**src/rtl/pool1_window_buffer.sv**
```systemverilog
// Ping-pong window buffer between conv layer 1 and maxpooling layer 1.
// Packs POOL consecutive 4-channel sample sets into one window per bank and hands windows out oldest first.
module pool1_window_buffer #(
  parameter int             DW      = 8,
  parameter int             POOL    = 5,
  parameter logic [DW-1:0]  PAD_VAL = '0
) (
  input  logic                         clk,
  input  logic                         rst,
  input  logic                         in_valid,
  output logic                         in_ready,
  input  logic                         in_last,
  input  logic signed [DW-1:0]         in_ch1,
  input  logic signed [DW-1:0]         in_ch2,
  input  logic signed [DW-1:0]         in_ch3,
  input  logic signed [DW-1:0]         in_ch4,
  output logic                         out_valid,
  input  logic                         out_ready,
  output logic                         out_last,
  output logic [2:0]                   out_cnt,
  output logic [POOL-1:0][DW-1:0]      win1,
  output logic [POOL-1:0][DW-1:0]      win2,
  output logic [POOL-1:0][DW-1:0]      win3,
  output logic [POOL-1:0][DW-1:0]      win4
);

  localparam int IW = (POOL > 1) ? $clog2(POOL) : 1;

  typedef enum logic [1:0] {EMPTY = 2'd0, FILLING = 2'd1, FULL = 2'd2} bank_st_e;
  typedef logic [POOL-1:0][DW-1:0] win_t;

  bank_st_e      st_q [2];
  bank_st_e      st_d [2];
  logic          fb_q, fb_d;
  logic          ob_q, ob_d;
  logic [IW-1:0] idx_q, idx_d;

  win_t          bank_q [2][4];
  win_t          bank_d [2][4];
  logic [2:0]    bcnt_q [2];
  logic [2:0]    bcnt_d [2];
  logic          blast_q [2];
  logic          blast_d [2];

  win_t          win_q [4];
  win_t          win_d [4];
  logic [2:0]    cnt_q, cnt_d;
  logic          last_q, last_d;

  logic [DW-1:0] ch_in [4];
  win_t          close_win [4];
  logic [2:0]    close_cnt;
  logic          acc, close, rel, present;

  assign ch_in[0] = in_ch1;
  assign ch_in[1] = in_ch2;
  assign ch_in[2] = in_ch3;
  assign ch_in[3] = in_ch4;

  assign in_ready  = (st_q[fb_q] != FULL);
  assign out_valid = (st_q[ob_q] == FULL);
  assign acc       = in_valid & in_ready;
  assign close     = acc & ((idx_q == IW'(POOL - 1)) | in_last);
  assign rel       = out_valid & out_ready;
  assign close_cnt = 3'(idx_q) + 3'd1;

  // Window as it will look once the current accept closes it: stored slots, new sample, then padding.
  always_comb begin
    for (int c = 0; c < 4; c++) begin
      for (int s = 0; s < POOL; s++) begin
        if (s < int'(idx_q))       close_win[c][s] = bank_q[fb_q][c][s];
        else if (s == int'(idx_q)) close_win[c][s] = ch_in[c];
        else                       close_win[c][s] = PAD_VAL;
      end
    end
  end

  always_comb begin
    bank_d  = bank_q;
    bcnt_d  = bcnt_q;
    blast_d = blast_q;
    if (close) begin
      for (int c = 0; c < 4; c++) bank_d[fb_q][c] = close_win[c];
      bcnt_d[fb_q]  = close_cnt;
      blast_d[fb_q] = in_last;
    end else if (acc) begin
      for (int c = 0; c < 4; c++) bank_d[fb_q][c][idx_q] = ch_in[c];
    end
  end

  always_comb begin
    st_d  = st_q;
    idx_d = idx_q;
    fb_d  = fb_q ^ close;
    ob_d  = ob_q ^ rel;
    if (acc) begin
      st_d[fb_q] = close ? FULL : FILLING;
      idx_d      = close ? '0 : idx_q + IW'(1);
    end
    if (rel) st_d[ob_q] = EMPTY;

    // Reload the output registers whenever a new window becomes the presented one.
    win_d   = win_q;
    cnt_d   = cnt_q;
    last_d  = last_q;
    present = (st_d[ob_d] == FULL) && (rel || !out_valid);
    if (present) begin
      if (st_q[ob_d] == FULL) begin
        win_d  = bank_q[ob_d];
        cnt_d  = bcnt_q[ob_d];
        last_d = blast_q[ob_d];
      end else begin
        win_d  = close_win;
        cnt_d  = close_cnt;
        last_d = in_last;
      end
    end
  end

  always_ff @(posedge clk or posedge rst) begin
    if (rst) begin
      st_q[0] <= EMPTY;
      st_q[1] <= EMPTY;
      fb_q    <= 1'b0;
      ob_q    <= 1'b0;
      idx_q   <= '0;
      cnt_q   <= '0;
      last_q  <= 1'b0;
      for (int c = 0; c < 4; c++) win_q[c] <= '0;
    end else begin
      st_q   <= st_d;
      fb_q   <= fb_d;
      ob_q   <= ob_d;
      idx_q  <= idx_d;
      cnt_q  <= cnt_d;
      last_q <= last_d;
      win_q  <= win_d;
    end
  end

  // Bank contents are only meaningful under the bank state, so they carry no reset.
  always_ff @(posedge clk) begin
    bank_q  <= bank_d;
    bcnt_q  <= bcnt_d;
    blast_q <= blast_d;
  end

  assign out_cnt  = cnt_q;
  assign out_last = last_q;
  assign win1     = win_q[0];
  assign win2     = win_q[1];
  assign win3     = win_q[2];
  assign win4     = win_q[3];

endmodule
```
**config.mk**
```make
export PLATFORM = sky130hd
export DESIGN_NAME = pool1_window_buffer
export DESIGN_NICKNAME = d
export VERILOG_FILES = /design/src/rtl/pool1_window_buffer.sv
export SDC_FILE = /design/constraint.sdc
export NUM_CORES = 1
export LEC_CHECK = 0
export CAP_MARGIN = 20
export CORE_MARGIN = 1.5
export CORE_UTILIZATION = 54
export CTS_CLUSTER_DIAMETER = 80
export CTS_CLUSTER_SIZE = 16
export DETAILED_ROUTE_END_ITERATION = 8
export PLACE_DENSITY = 0.77
export SETUP_SLACK_MARGIN = 0.15
export SLEW_MARGIN = 20
export SYNTH_ARGS = -nofsm -noshare
export SYNTH_HDL_FRONTEND = slang
export SYNTH_SLANG_ARGS = --single-unit
```
**constraint.sdc**
```tcl
create_clock -name clk -period 5.39 [get_ports clk]
set_clock_uncertainty 0.1 [all_clocks]
set_input_delay 1.078 -clock clk [delete_from_list [all_inputs] [get_ports clk]]
set_output_delay 1.078 -clock clk [all_outputs]
set_load 0.02 [all_outputs]
```
==> results.toml, run 1 <==
[timing]
rsz0062_at_grt = "no"
hold_slack_ps = 386
worst_pin_slew_ps = 1260
setup_tns_ps = 0
hold_viol = 0
fin_crit_sh = 0.816
report.final.slew_viol_count = 0
setup_violations = 0
timing.fmax_ghz = 0.227
relSlewSlack = 0.162
final.min_clock_period_ps = 4400

[pwr]
vdd_drop_max_mv = 0.813
power.density_nw_per_um2 = 642
p_leak_uw = 0.0117

[clock_tree]
htreeDepth = 2
cts_buffer_depth = 3
cts_resized = 0
cts.sinks = 501
post_cts_buffers = 0
postCtsHoldBufs = 0
clk_pin_slew_ps = 70
cts-root-buf = "clkbuf_16"
cts_tree = "done"
numCtsBuffers = 37
insertion_delay_ps = 580

[drt]
via_per_inst = 6.54
ant_nets = 0
drt-total-wl_um = 76200
drt_iter0_drc = 1980
num_vias = 19300
drc = 0
wl_per_cell_um = 25.8
drtPass1Iterations = 6

[outcome]
status = "finished clean"

[yosys]
syn_nets = 2224
syn_area_um2 = 27100
ys_ff_latch = 501
synth_edf_count = 328
synthDistinctLibCells = 38
synth_flop_cell = "edfxtp_1"
synthArstFlopShare = 0.345
synthCells = 2180
ys_seq_area_frac = 0.522
yosysWarnings = 0
synth.avg_cell_area_um2 = 12.4

[setup_path]
critPathKind = "flip-flop to flip-flop"
critical_path.max_fanout = 41
crit_path_end_kind = "flip-flop"
worstPathArrival_ps = 4750
startpoint_type = "flip-flop"
worstPathRequired_ps = 5740

[placed_design]
dpl.cell_count = 2882
globalplace.congestion = 0.851
hpwl_um = 44400
portBuffers = 202

[layout]
n_antenna_cell = 0
drive_gt1_frac = 0.224
layout_commonest_cell = "mux2_2"
nets = 2302
layout_common_cells = "mux2_2 (375), edfxtp_1 (328), a22o_1 (256)"
stdcell_count = 2950
area_delta_synth_final_pct = 13.8

[global_route]
grt_pass1_vias = 19200
grt_pass1_wl_um = 115000
overflow = 0
grt_antenna_before_repair = 0
grt_max_degree = 165
grt_use_total = 0.294

[die]
design.core.area_um2 = 49300
die_w_um = 227
chipHeight_um = 227
dieArea_um2 = 51600
row_count = 81
start_util = 0.551
io_pins = 203

[worst_hold_path]
holdCritPathClass = "flip-flop to flip-flop"

[run]
cap_viol_max_count = 0
## state kept, by name (all words and copies together), names as in the netlist
register	count
bank_q	320
bcnt_q	6
blast_q	2
fb_q	1
idx_q	3
ob_q	1
out_cnt	3
out_last	1
st_q	4
win1	40
win2	40
win3	40
win4	40
## path summary, 6_finish.rpt
check                          from        to  slack, ps  cells after the start
max                        idx_q[0]  win4[12]        990                      7
min                         win3[9]   win3[9]        390                      1
max reg2reg                idx_q[0]  win4[12]        990                      7
min reg2reg                 win3[9]   win3[9]        390                      1
max in group asynchronous       rst  win4[12]       3330                      3
min in group asynchronous       rst  win2[33]        820                      2
## power by group
| group | leakage, µW | internal, µW | total, µW | switching, µW |
|---|---|---|---|---|
| Sequential | 0.00526 | 5310 | 6000 | 693 |
| Clock | 0.000537 | 1400 | 2780 | 1380 |
| Combinational | 0.00589 | 5050 | 11000 | 6000 |
| Total | 0.0117 | 11800 | 19800 | 8070 |
## through the flow
stage	total power (µW)	util	cell area, µm²	setup WS [ps]
CTS	19800	0.627	30900	1070
finish	19800	0.627	30900	994
detailed placement	17000	0.604	29700	830
global route	20700	0.627	30900	812
floorplan	13600	-	27100	1870
global placement	16700	0.602	29700	902
## routing by layer
layer	global-route usage	wire length (µm)	share of wire
met4	0.112	2650	0.035
met2	0.460	35600	0.47
met3	0.0558	7330	0.096
met1	0.407	30600	0.40
met5	0	0	0
## cells by family after synthesis
family / share of synthesized area
and+or+nand+nor: 0.0469
muxes: 0.261
DFF: 0.522
AOI/OAI and AO/OA: 0.129
buffers and inverters: 0.0375
adders and majority gates: 0.00323
## critical path: stages, from the launching register on
cell and delay [ps]:
dfrtp_1 590, inv_1 440, ha_1 740, a21oi_1 470
nor4b_1 430, a211o_4 580, buf_4 500, mux2_2 390
## Yosys cell counts (2+ instances only)
cell | count | share of area
a22o_1 | 256 | 0.083
buf_2 | 72 | 0.013
clkbuf_1 | 119 | 0.016
o21ai_0 | 194 | 0.036
ha_1 | 7 | 0.0032
a21o_1 | 2 | 0.00055
nand2_1 | 106 | 0.015
buf_4 | 17 | 0.0047
and3_1 | 2 | 0.00046
nor3_1 | 2 | 0.00037
o21ai_1 | 2 | 0.00037
nor2b_1 | 3 | 0.00069
a31oi_1 | 4 | 0.00092
mux2_2 | 375 | 0.16
mux2i_1 | 230 | 0.085
mux2_1 | 50 | 0.021
inv_1 | 10 | 0.0014
nand3_1 | 101 | 0.019
edfxtp_1 | 328 | 0.36
dfrtp_1 | 173 | 0.16
a21oi_1 | 38 | 0.0070
nor2_1 | 61 | 0.0084
nor4_2 | 2 | 0.00092
buf_1 | 12 | 0.0017
## final cells by class
| class | count | area (µm²) |
|---|---|---|
| clock inverters | 2 | 15.0 |
| fillers | 3790 | 18400 |
| flip-flops and latches | 501 | 14200 |
| clock buffers | 65 | 1100 |
| well taps | 664 | 831 |
| repair buffers | 259 | 2580 |
| multi-input cells | 1449 | 12100 |
| inverters | 10 | 41.3 |
Note: power is estimated with default switching activity, not from simulation.
==> run 2: changes to the inputs <==
clock period = 3.8 ns   (was 5.39 ns; I/O delays follow)
==> results.toml, run 2 (synthesis results as in run 1) <==
[clock_tree]
cts_buffer_depth = 3
clk_pin_slew_ps = 80
cts-root-buf = "clkbuf_16"
cts.sinks = 501
cts_resized = 0
numCtsBuffers = 38
post_cts_buffers = 0
cts_tree = "done"
htreeDepth = 2
insertion_delay_ps = 580
postCtsHoldBufs = 0

[pwr]
p_clk_frac = 0.139
p_int_uw = 17000
seqPwrFrac = 0.294
vdd_drop_max_mv = 0.723
p_comb_frac = 0.568
p_leak_uw = 0.0120
power.density_nw_per_um2 = 911
power.switching_uw = 11600
swShare = 0.407

[global_route]
grt_use_total = 0.296
grt_pass1_vias = 19600
grt_max_degree = 87
grt_antenna_before_repair = 1
grt_pass1_wl_um = 116000
overflow = 0

[die]
start_util = 0.551
chipHeight_um = 227
design.core.area_um2 = 49300
dieArea_um2 = 51600
row_count = 81
io_pins = 203
die_w_um = 227

[layout]
stdcell_area_um2 = 31400
area_delta_synth_final_pct = 15.6
top_register = "bank_q"
drive_gt1_frac = 0.238
regArea_um2 = 14200
layout_common_cells = "mux2_2 (375), edfxtp_1 (328), a22o_1 (256)"
largest_register_ffs = 320
multi_input_area_um2 = 12100
layout_commonest_cell = "mux2_2"
nets = 2344
n_antenna_cell = 0
fillers = 3765
stdcell_count = 2992

[setup_path]
worst-path-buf-inv = 1
worstPathArrival_ps = 2460
critical_path.max_fanout = 26
crit_chain = "nor2_1 -> a21oi_1 -> clkdlybuf4s50_1"
cpMaxStageDelayCell = "dfrtp_4"
crit_path_end_kind = "primary output"
startpoint_type = "flip-flop"
cp_slowest_stage_delay_ps = 760
critPathKind = "flip-flop to primary output"
worstPathRequired_ps = 2940
cp_top_family = "flip-flops"

[run]
cap_viol_max_count = 0

[timing]
final.min_clock_period_ps = 3320
fin_crit_sh = 0.875
report.final.slew_viol_count = 0
rsz0062_at_grt = "no"
setup_tns_ps = 0
setup_slack_ps = 476
hold_slack_ps = 386
relSlewSlack = 0.270
setup_violations = 0
timing.fmax_ghz = 0.301
hold_viol = 0
worst_pin_slew_ps = 1090

[drt]
via_per_inst = 6.51
drt-total-wl_um = 76500
num_vias = 19500
ant_nets = 0
drt_iter0_drc = 2072
wl_per_cell_um = 25.6
drc = 0
drtPass1Iterations = 6

[placed_design]
pre_cts_ws_ps = 331
placed_cell_area_um2 = 30200
dpl.cell_count = 2924
portBuffers = 202
globalplace.congestion = 0.827
hpwl_um = 46000

[outcome]
status = "finished clean"

[worst_hold_path]
holdCritPathClass = "flip-flop to flip-flop"
[run 2: path summary, 6_finish.rpt]
| check | startpoint | end | slack [ps] | cells past startpoint |
|---|---|---|---|---|
| min | win1[28] | win1[28] | 390 | 1 |
| max reg2reg | idx_q[0] | bank_q[60] | 500 | 7 |
| max in group asynchronous | rst | win3[6] | 2180 | 3 |
| max | fb_q | in_ready | 480 | 3 |
| min reg2reg | win1[28] | win1[28] | 390 | 1 |
| min in group asynchronous | rst | win2[34] | 630 | 2 |
[run 2: layer usage]
layer	wire (µm)	up-vias	share of wire	global-route usage
met5	12	-	0.00016	0
met4	2740	2	0.036	0.117
met3	6940	156	0.091	0.0510
met2	35800	987	0.47	0.468
met1	31000	9797	0.41	0.407
li1	-	8547	-	-
[run 2: worst register-to-register path: stages, from the launching register on]
cell	delay (ps)
dfrtp_1	660
inv_1	360
ha_1	360
a21oi_1	330
o31ai_1	190
nor2_2	450
buf_4	480
a22o_1	240
[run 2: per-stage QoR]
| stage | util | power, µW |
|---|---|---|
| 6_report | 0.637 | 28600 |
| 5_1_grt | 0.637 | 29900 |
| 4_1_cts | 0.637 | 28500 |
| 3_5_place_dp | 0.614 | 24500 |
| 3_3_place_gp | 0.614 | 24100 |
| 2_1_floorplan | - | 19300 |
[run 2: power by group through the flow]
stage	registers (µW)	clock network, µW	logic [µW]
detailed placement	8500	0	16000
finish	8400	3960	16200
global route	8550	4180	17100
global placement	8450	0	15700
floorplan	9060	0	10200
CTS	8400	4000	16100
[run 2: cell type report]
| class | count | share of cell area |
|---|---|---|
| Clock buffer | 65 | 0.0349 |
| Timing Repair Buffer | 300 | 0.0979 |
| Sequential cell | 501 | 0.452 |
| Multi-Input combinational cell | 1449 | 0.386 |
| Inverter | 10 | 0.00132 |
| Clock inverter | 3 | 0.00132 |
| Tap cell | 664 | 0.0265 |
